$ cat config.mk
export PLATFORM = sky130hd
export DESIGN_NAME = dmem_sequencer
export DESIGN_NICKNAME = d
export VERILOG_FILES = /design/src/rtl/dmem_sequencer_pkg.sv /design/src/rtl/dmem_lane_align.sv /design/src/rtl/dmem_sequencer.sv
export SDC_FILE = /design/constraint.sdc
export NUM_CORES = 1
export LEC_CHECK = 0
export BUFFER_PORTS_ARGS = -buffer_cell sky130_fd_sc_hd__buf_2
export CAP_MARGIN = 20
export CORE_UTILIZATION = 50
export DETAILED_ROUTE_END_ITERATION = 8
export PLACE_DENSITY_LB_ADDON = 0.25
export SYNTH_ARGS = -nofsm -noshare
export SYNTH_HDL_FRONTEND = slang
export SYNTH_SLANG_ARGS = --single-unit
$ cat constraint.sdc
create_clock -name clk -period 2.37 [get_ports clk]
set_input_delay 0.237 -clock clk [delete_from_list [all_inputs] [get_ports clk]]
set_output_delay 0.237 -clock clk [all_outputs]
set_load 0.1 [all_outputs]
$ cat src/rtl/dmem_sequencer_pkg.sv
// rtl/dmem_sequencer_pkg.sv - shared access-size codes, FSM encoding and lane-mask helper for dmem_sequencer
// Contents:
//   MEM_BYTE/MEM_HALF/MEM_WORD  mem_mode codes (2'b11 is illegal)
//   ST_*                        sequencer state encoding
//   dmem_req_t                  request fields latched in IDLE
//   lane_mask()                 8-bit byte mask over two consecutive words
package dmem_sequencer_pkg;

  localparam logic [1:0] MEM_BYTE = 2'b00;
  localparam logic [1:0] MEM_HALF = 2'b01;
  localparam logic [1:0] MEM_WORD = 2'b10;

  localparam logic [1:0] ST_IDLE  = 2'd0;
  localparam logic [1:0] ST_BEAT0 = 2'd1;
  localparam logic [1:0] ST_BEAT1 = 2'd2;
  localparam logic [1:0] ST_DONE  = 2'd3;

  typedef struct packed {
    logic       we;
    logic [1:0] mode;
    logic       uns;
    logic [1:0] off;
  } dmem_req_t;

  // Bits [3:0] are the lanes of the addressed word, bits [7:4] the lanes
  // that spill into the following word.
  function automatic logic [7:0] lane_mask(input logic [1:0] mode, input logic [1:0] off);
    logic [7:0] base;
    case (mode)
      MEM_BYTE: base = 8'h01;
      MEM_HALF: base = 8'h03;
      MEM_WORD: base = 8'h0F;
      default:  base = 8'h00;
    endcase
    return base << off;
  endfunction

endpackage

$ cat src/rtl/dmem_lane_align.sv
// rtl/dmem_lane_align.sv - combinational store lane rotation, byte-enable generation and load assembly
// Ports:
//   st_mode, st_off, st_data   incoming store request (size, byte offset, data in low bits)
//   st_lanes                   store data rotated onto its byte lanes
//   be_lo, be_hi               byte enables for the addressed word and the following word
//   ld_mode, ld_off, ld_uns    latched load request
//   ld_word_lo                 word holding the first byte of the load
//   ld_word_hi                 low three bytes of the following word (only used when split)
//   ld_data                    aligned and sign/zero-extended load result
module dmem_lane_align
  import dmem_sequencer_pkg::*;
(
  input  logic [1:0]  st_mode,
  input  logic [1:0]  st_off,
  input  logic [31:0] st_data,
  output logic [31:0] st_lanes,
  output logic [3:0]  be_lo,
  output logic [3:0]  be_hi,
  input  logic [1:0]  ld_mode,
  input  logic [1:0]  ld_off,
  input  logic        ld_uns,
  input  logic [31:0] ld_word_lo,
  input  logic [23:0] ld_word_hi,
  output logic [31:0] ld_data
);

  logic [7:0]  mask;
  logic [31:0] ld_raw;

  always_comb begin
    mask  = lane_mask(st_mode, st_off);
    be_lo = mask[3:0];
    be_hi = mask[7:4];

    // Rotate left by 8*offset so byte 0 of the store lands on lane 'offset'
    // and any overflow bytes wrap onto the low lanes of the next word.
    case (st_off)
      2'd0:    st_lanes = st_data;
      2'd1:    st_lanes = {st_data[23:0], st_data[31:24]};
      2'd2:    st_lanes = {st_data[15:0], st_data[31:16]};
      default: st_lanes = {st_data[7:0],  st_data[31:8]};
    endcase

    // Bytes offset..3 of the first word become result bytes 0..3-offset;
    // the next word supplies the remaining upper bytes.
    case (ld_off)
      2'd0:    ld_raw = ld_word_lo;
      2'd1:    ld_raw = {ld_word_hi[7:0],  ld_word_lo[31:8]};
      2'd2:    ld_raw = {ld_word_hi[15:0], ld_word_lo[31:16]};
      default: ld_raw = {ld_word_hi[23:0], ld_word_lo[31:24]};
    endcase

    case (ld_mode)
      MEM_BYTE: ld_data = ld_uns ? {24'h0, ld_raw[7:0]}  : {{24{ld_raw[7]}},  ld_raw[7:0]};
      MEM_HALF: ld_data = ld_uns ? {16'h0, ld_raw[15:0]} : {{16{ld_raw[15]}}, ld_raw[15:0]};
      default:  ld_data = ld_raw;
    endcase
  end

endmodule

$ cat src/rtl/dmem_sequencer.sv
// rtl/dmem_sequencer.sv - multi-cycle data-memory access sequencer between MEM stage and req/ack bus
// Optional feature macro: DMEM_MISALIGNED_SPLIT_EN (split line-crossing accesses into two beats;
// when undefined such accesses fault without bus activity and the BEAT1 state is absent).
// Parameters: TIMEOUT (cycles a beat may wait for bus_ack, 0 = no watchdog), CNT_W (watchdog width)
// Ports:
//   clk, rst                            clock, synchronous active-high reset
//   req_valid, req_we, mem_mode,
//   mem_unsigned, addr, wdata           MEM-stage request
//   stall                               hold the pipeline
//   rdata, fault                        result and fault pulse, valid in DONE
//   bus_req, bus_we, bus_addr,
//   bus_be, bus_wdata                   beat request, held until bus_ack
//   bus_ack, bus_rdata                  beat completion and read word
module dmem_sequencer
  import dmem_sequencer_pkg::*;
#(
  parameter int TIMEOUT = 256,
  parameter int CNT_W   = 9
) (
  input  logic        clk,
  input  logic        rst,
  input  logic        req_valid,
  input  logic        req_we,
  input  logic [1:0]  mem_mode,
  input  logic        mem_unsigned,
  input  logic [31:0] addr,
  input  logic [31:0] wdata,
  output logic        stall,
  output logic [31:0] rdata,
  output logic        fault,
  output logic        bus_req,
  output logic        bus_we,
  output logic [31:0] bus_addr,
  output logic [3:0]  bus_be,
  output logic [31:0] bus_wdata,
  input  logic        bus_ack,
  input  logic [31:0] bus_rdata
);

  localparam logic [CNT_W-1:0] WD_LAST = CNT_W'(TIMEOUT - 1);
  localparam logic [CNT_W-1:0] WD_ONE  = {{(CNT_W-1){1'b0}}, 1'b1};

  logic [1:0]       state;
  dmem_req_t        cur;
  logic [CNT_W-1:0] wd_cnt;
  logic [31:0]      st_lanes;
  logic [31:0]      ld_data;
  logic [31:0]      ld_lo;
  logic [3:0]       be_lo;
  logic [3:0]       be_hi;
  logic             wd_hit;
  logic             reject;

`ifdef DMEM_MISALIGNED_SPLIT_EN
  logic             split_q;
  logic [3:0]       be_hi_q;
  logic [31:0]      beat0_word;
`endif

  dmem_lane_align u_align (
    .st_mode    (mem_mode),
    .st_off     (addr[1:0]),
    .st_data    (wdata),
    .st_lanes   (st_lanes),
    .be_lo      (be_lo),
    .be_hi      (be_hi),
    .ld_mode    (cur.mode),
    .ld_off     (cur.off),
    .ld_uns     (cur.uns),
    .ld_word_lo (ld_lo),
    .ld_word_hi (bus_rdata[23:0]),
    .ld_data    (ld_data)
  );

  always_comb begin
    // The beat that just completed is on bus_rdata; for a split load the
    // first word was parked in beat0_word.
`ifdef DMEM_MISALIGNED_SPLIT_EN
    ld_lo  = (state == ST_BEAT1) ? beat0_word : bus_rdata;
    reject = (mem_mode == 2'b11);
`else
    ld_lo  = bus_rdata;
    reject = (mem_mode == 2'b11) || (be_hi != 4'b0000);
`endif
    // The watchdog fires on the cycle the counter would reach TIMEOUT, so
    // bus_req is seen high for exactly TIMEOUT cycles.
    wd_hit = (TIMEOUT != 0) && (wd_cnt == WD_LAST);
  end

  always_comb begin
    stall = 1'b0;
    case (state)
      ST_IDLE:  stall = req_valid;
      ST_BEAT0: stall = 1'b1;
`ifdef DMEM_MISALIGNED_SPLIT_EN
      ST_BEAT1: stall = 1'b1;
`endif
      default:  stall = 1'b0;
    endcase
  end

  always_ff @(posedge clk) begin
    if (rst) begin
      state     <= ST_IDLE;
      cur       <= '0;
      wd_cnt    <= '0;
      fault     <= 1'b0;
      rdata     <= '0;
      bus_req   <= 1'b0;
      bus_we    <= 1'b0;
      bus_addr  <= '0;
      bus_be    <= '0;
      bus_wdata <= '0;
`ifdef DMEM_MISALIGNED_SPLIT_EN
      split_q    <= 1'b0;
      be_hi_q    <= '0;
      beat0_word <= '0;
`endif
    end else begin
      fault <= 1'b0;
      case (state)
        ST_IDLE: begin
          rdata <= '0;
          if (req_valid) begin
            cur <= '{we: req_we, mode: mem_mode, uns: mem_unsigned, off: addr[1:0]};
            if (reject) begin
              state <= ST_DONE;
              fault <= 1'b1;
            end else begin
              state     <= ST_BEAT0;
              wd_cnt    <= '0;
              bus_req   <= 1'b1;
              bus_we    <= req_we;
              bus_addr  <= {addr[31:2], 2'b00};
              bus_be    <= be_lo;
              bus_wdata <= st_lanes;
`ifdef DMEM_MISALIGNED_SPLIT_EN
              split_q   <= (be_hi != 4'b0000);
              be_hi_q   <= be_hi;
`endif
            end
          end
        end

        ST_BEAT0
`ifdef DMEM_MISALIGNED_SPLIT_EN
        , ST_BEAT1
`endif
        : begin
          if (bus_ack) begin
`ifdef DMEM_MISALIGNED_SPLIT_EN
            if (state == ST_BEAT0 && split_q) begin
              // Second beat reuses the rotated data; only the lanes change.
              beat0_word <= bus_rdata;
              state      <= ST_BEAT1;
              wd_cnt     <= '0;
              bus_addr   <= bus_addr + 32'd4;
              bus_be     <= be_hi_q;
            end else begin
              state   <= ST_DONE;
              bus_req <= 1'b0;
              bus_we  <= 1'b0;
              rdata   <= cur.we ? 32'h0 : ld_data;
            end
`else
            state   <= ST_DONE;
            bus_req <= 1'b0;
            bus_we  <= 1'b0;
            rdata   <= cur.we ? 32'h0 : ld_data;
`endif
          end else if (wd_hit) begin
            state   <= ST_DONE;
            bus_req <= 1'b0;
            bus_we  <= 1'b0;
            fault   <= 1'b1;
            rdata   <= '0;
          end else begin
            wd_cnt <= wd_cnt + WD_ONE;
          end
        end

        ST_DONE: begin
          // Any req_valid seen here belongs to the access now retiring.
          state <= ST_IDLE;
          rdata <= '0;
        end

        default: state <= ST_IDLE;
      endcase
    end
  end

endmodule

==> metrics <==
Die H roughly 110 µm; via count about 6000; Final Skew roughly 5.5 ps; Final Power around 8.6 mW; Clock Latency Late Sink around 420 ps; Pleak approximately 3.3 nW; Core Util, Final 66.8%; post-synthesis area per instance 8.22 µm²; prevailing post-synth register cell dfxtp_1; endpoints failing hold 0; status complete, no violations; cell taking the most area after synthesis dfxtp_1; WP buf/inv 1; Area contributors post-synth dfxtp_1 40%, nand2_1 13%, a21oi_1 8.6%; Max transition margin between 40% and 50%; fin nets 1011; initial antenna violation count 1; htree depth 4; fraction of the mapped netlist area in adder cells 1.28%; Final GP Congestion 0.880; DR WL/cell between 15 and 20 µm; total CTS buffers 17; simple-gate share of the synthesized area about 17%; sequential area share after synthesis just over 40%; Hold Path Class in -> reg; final setup margin about 95 ps; DP HPWL 11800 µm; placed cell count between 1000 and 1500; synthesized area approximately 0.0059 mm²; top-count cell post-synth nand2_1; Routed Antenna Nets 0; Top Usage Layer GRT met2; Area after DPL 0.00698 mm²; max-cap viol count 0; Top Ports between 200 and 250; mux cell area share after synthesis approximately 16%; Die X-Extent between 100 and 150 µm; kind of critical path reg -> reg; ys async rst share 0%; worst hold slack 55.0 ps; Initial DRC Count just under 400; CTS tree done; gr usage total 27.7%; Routed WL around 17000 µm; final setup violation count 0; Final Max Tran Viols 0; pre-CTS WS approximately 96 ps; first drt pass iteration count 5; Worst Setup End Kind register; period utilization 96.0%; post-layout min period around 2300 ps; first-pass GRT wire length around 26000 µm; Yosys reg bits 118; Synth Area in Compound Gates between 20% and 30%; setup TNS 0 ps; grt total ovfl 0; design area 0.00763 mm²; initial core utilization 51.4%; Slew @ Worst Pin between 800 and 900 ps; CTS clock-pin slew for the worst setup and hold paths around 60 ps; M2 GR Usage 46.1%; Max VDD drop ~0.75 mV; PwrDens ~1100 mW/mm²; Yosys cell types 42; routed vias/inst between 5 and 6; Remaining DRCs 0; CP Cell Sequence and3_1 -> nand2_2 -> nor2_1 -> ha_1 -> nor3b_2 -> a21o_1 -> nand4_1 -> buf_4 -> or4_1 -> a21oi_2; top cells by count, synth 198 x nand2_1, 118 x dfxtp_1, 101 x a21oi_1; largest buffer count on any clock path 2; Max stage delay on crit path 430 ps; M1 GR Usage 32.3%; clk sinks ~120; crit path launch type register; Area growth, synth to finish 30.1%; vias in the first global route approximately 5400; ratio of cells with drive above 1 in the final layout 34.0%; Post-synth EDFFs 0; Die ar. 0.0122 mm²; Core Region about 0.011 mm²; root buffer cell clkbuf_16; Post-Synthesis Cells a little over 700; CTS Hold Buffers Added 0; CP Data Arrival Time 2630 ps; Finished Layout Cells roughly 1100; largest net degree at the start of global routing between 70 and 80; met3 GRT Util ~8%; largest family of logic cells by synthesized area compound AO/OA/AOI/OAI gates; Synth Area in XOR/XNOR 0%; Worst path slowest cell or4_1; Crit Path Max Fanout 5; delay-heaviest family, CP simple AND/OR/NAND/NOR gates; Cell Rows 39; Max Freq approximately 440 MHz; Synth Warn # 0; Yosys top cell area share 40.3%; CP required ~2700 ps; PortBufs a little over 200
==> what timing repair did <==
| action | 4_1_cts | 5_1_grt |
|---|---|---|
| hold endpoints to repair | 0 | 0 |
| buffers inserted | 0 | 3 |
| resized for setup | 0 | 5 |
| setup endpoints to repair | 0 | 10 |
==> logic make-up after synthesis <==
kind of cell | Yosys count
buf+inv | 68
flops | 118
compound gates | 204
fa+ha+maj | 6
simple gates | 244
mux | 73
other cells | 1
==> cells in the final DEF, fill, tap and decap left out, types with 9 or more instances in the layout <==
cell type / n
clkbuf_16: 17
buf_4: 22
a31oi_1: 9
mux4_2: 15
a22oi_1: 15
o211ai_1: 26
nor2_1: 16
mux2_2: 28
mux2i_1: 30
nand2_1: 197
buf_2: 204
o21ai_0: 36
dfxtp_1: 117
a21oi_1: 100
==> worst reg2reg max path: stages, from the launching register on <==
cell and delay [ps]:
dfxtp_1 350, and3_1 190, nand2_2 90, nor2_1 50, ha_1 200, nor3b_2 190
a21o_1 200, nand4_1 190, buf_4 190, or4_1 430, a21oi_2 130
==> registers in the layout, indices dropped and copies added (netlist names) <==
register / count
bus_req: 1
fault: 1
cur: 6
bus_wdata: 32
rdata: 32
state: 2
wd_cnt: 9
bus_we: 1
bus_be: 4
bus_addr: 30
==> final cells by class <==
cell class	instances	area [µm²]
Clock buffer	20	437
Multi-Input combinational cell	529	3240
Sequential cell	118	2360
Fill cell	960	3790
Inverter	8	30.0
Clock inverter	12	178
Timing Repair Buffer	227	1210
Antenna cell	1	2.50
Tap cell	143	179
==> report_power, final <==
part	switching (mW)	leakage [nW]	internal [mW]
clock network	0.922	0.287	1.76
registers	0.146	0.958	2.22
logic	2.67	2.02	0.836
total	3.74	3.26	4.81
==> per-layer routing <==
layer	vias to the layer above	routed length (µm)
met3	44	1270
met4	0	562
li1	2880	-
met5	-	0
met1	2783	6820
met2	256	8150
==> path summary, 6_finish.rpt <==
kind | from | end | slack [ps] | cells past startpoint
hold / removal | addr[3] | bus_addr[3] | 60 | 3
setup reg to reg | wd_cnt[3] | wd_cnt[7] | 90 | 10
setup / recovery | wd_cnt[3] | wd_cnt[7] | 90 | 10
hold reg to reg | rdata[13] | rdata[13] | 440 | 2
Power figures use the tool's default switching activity.
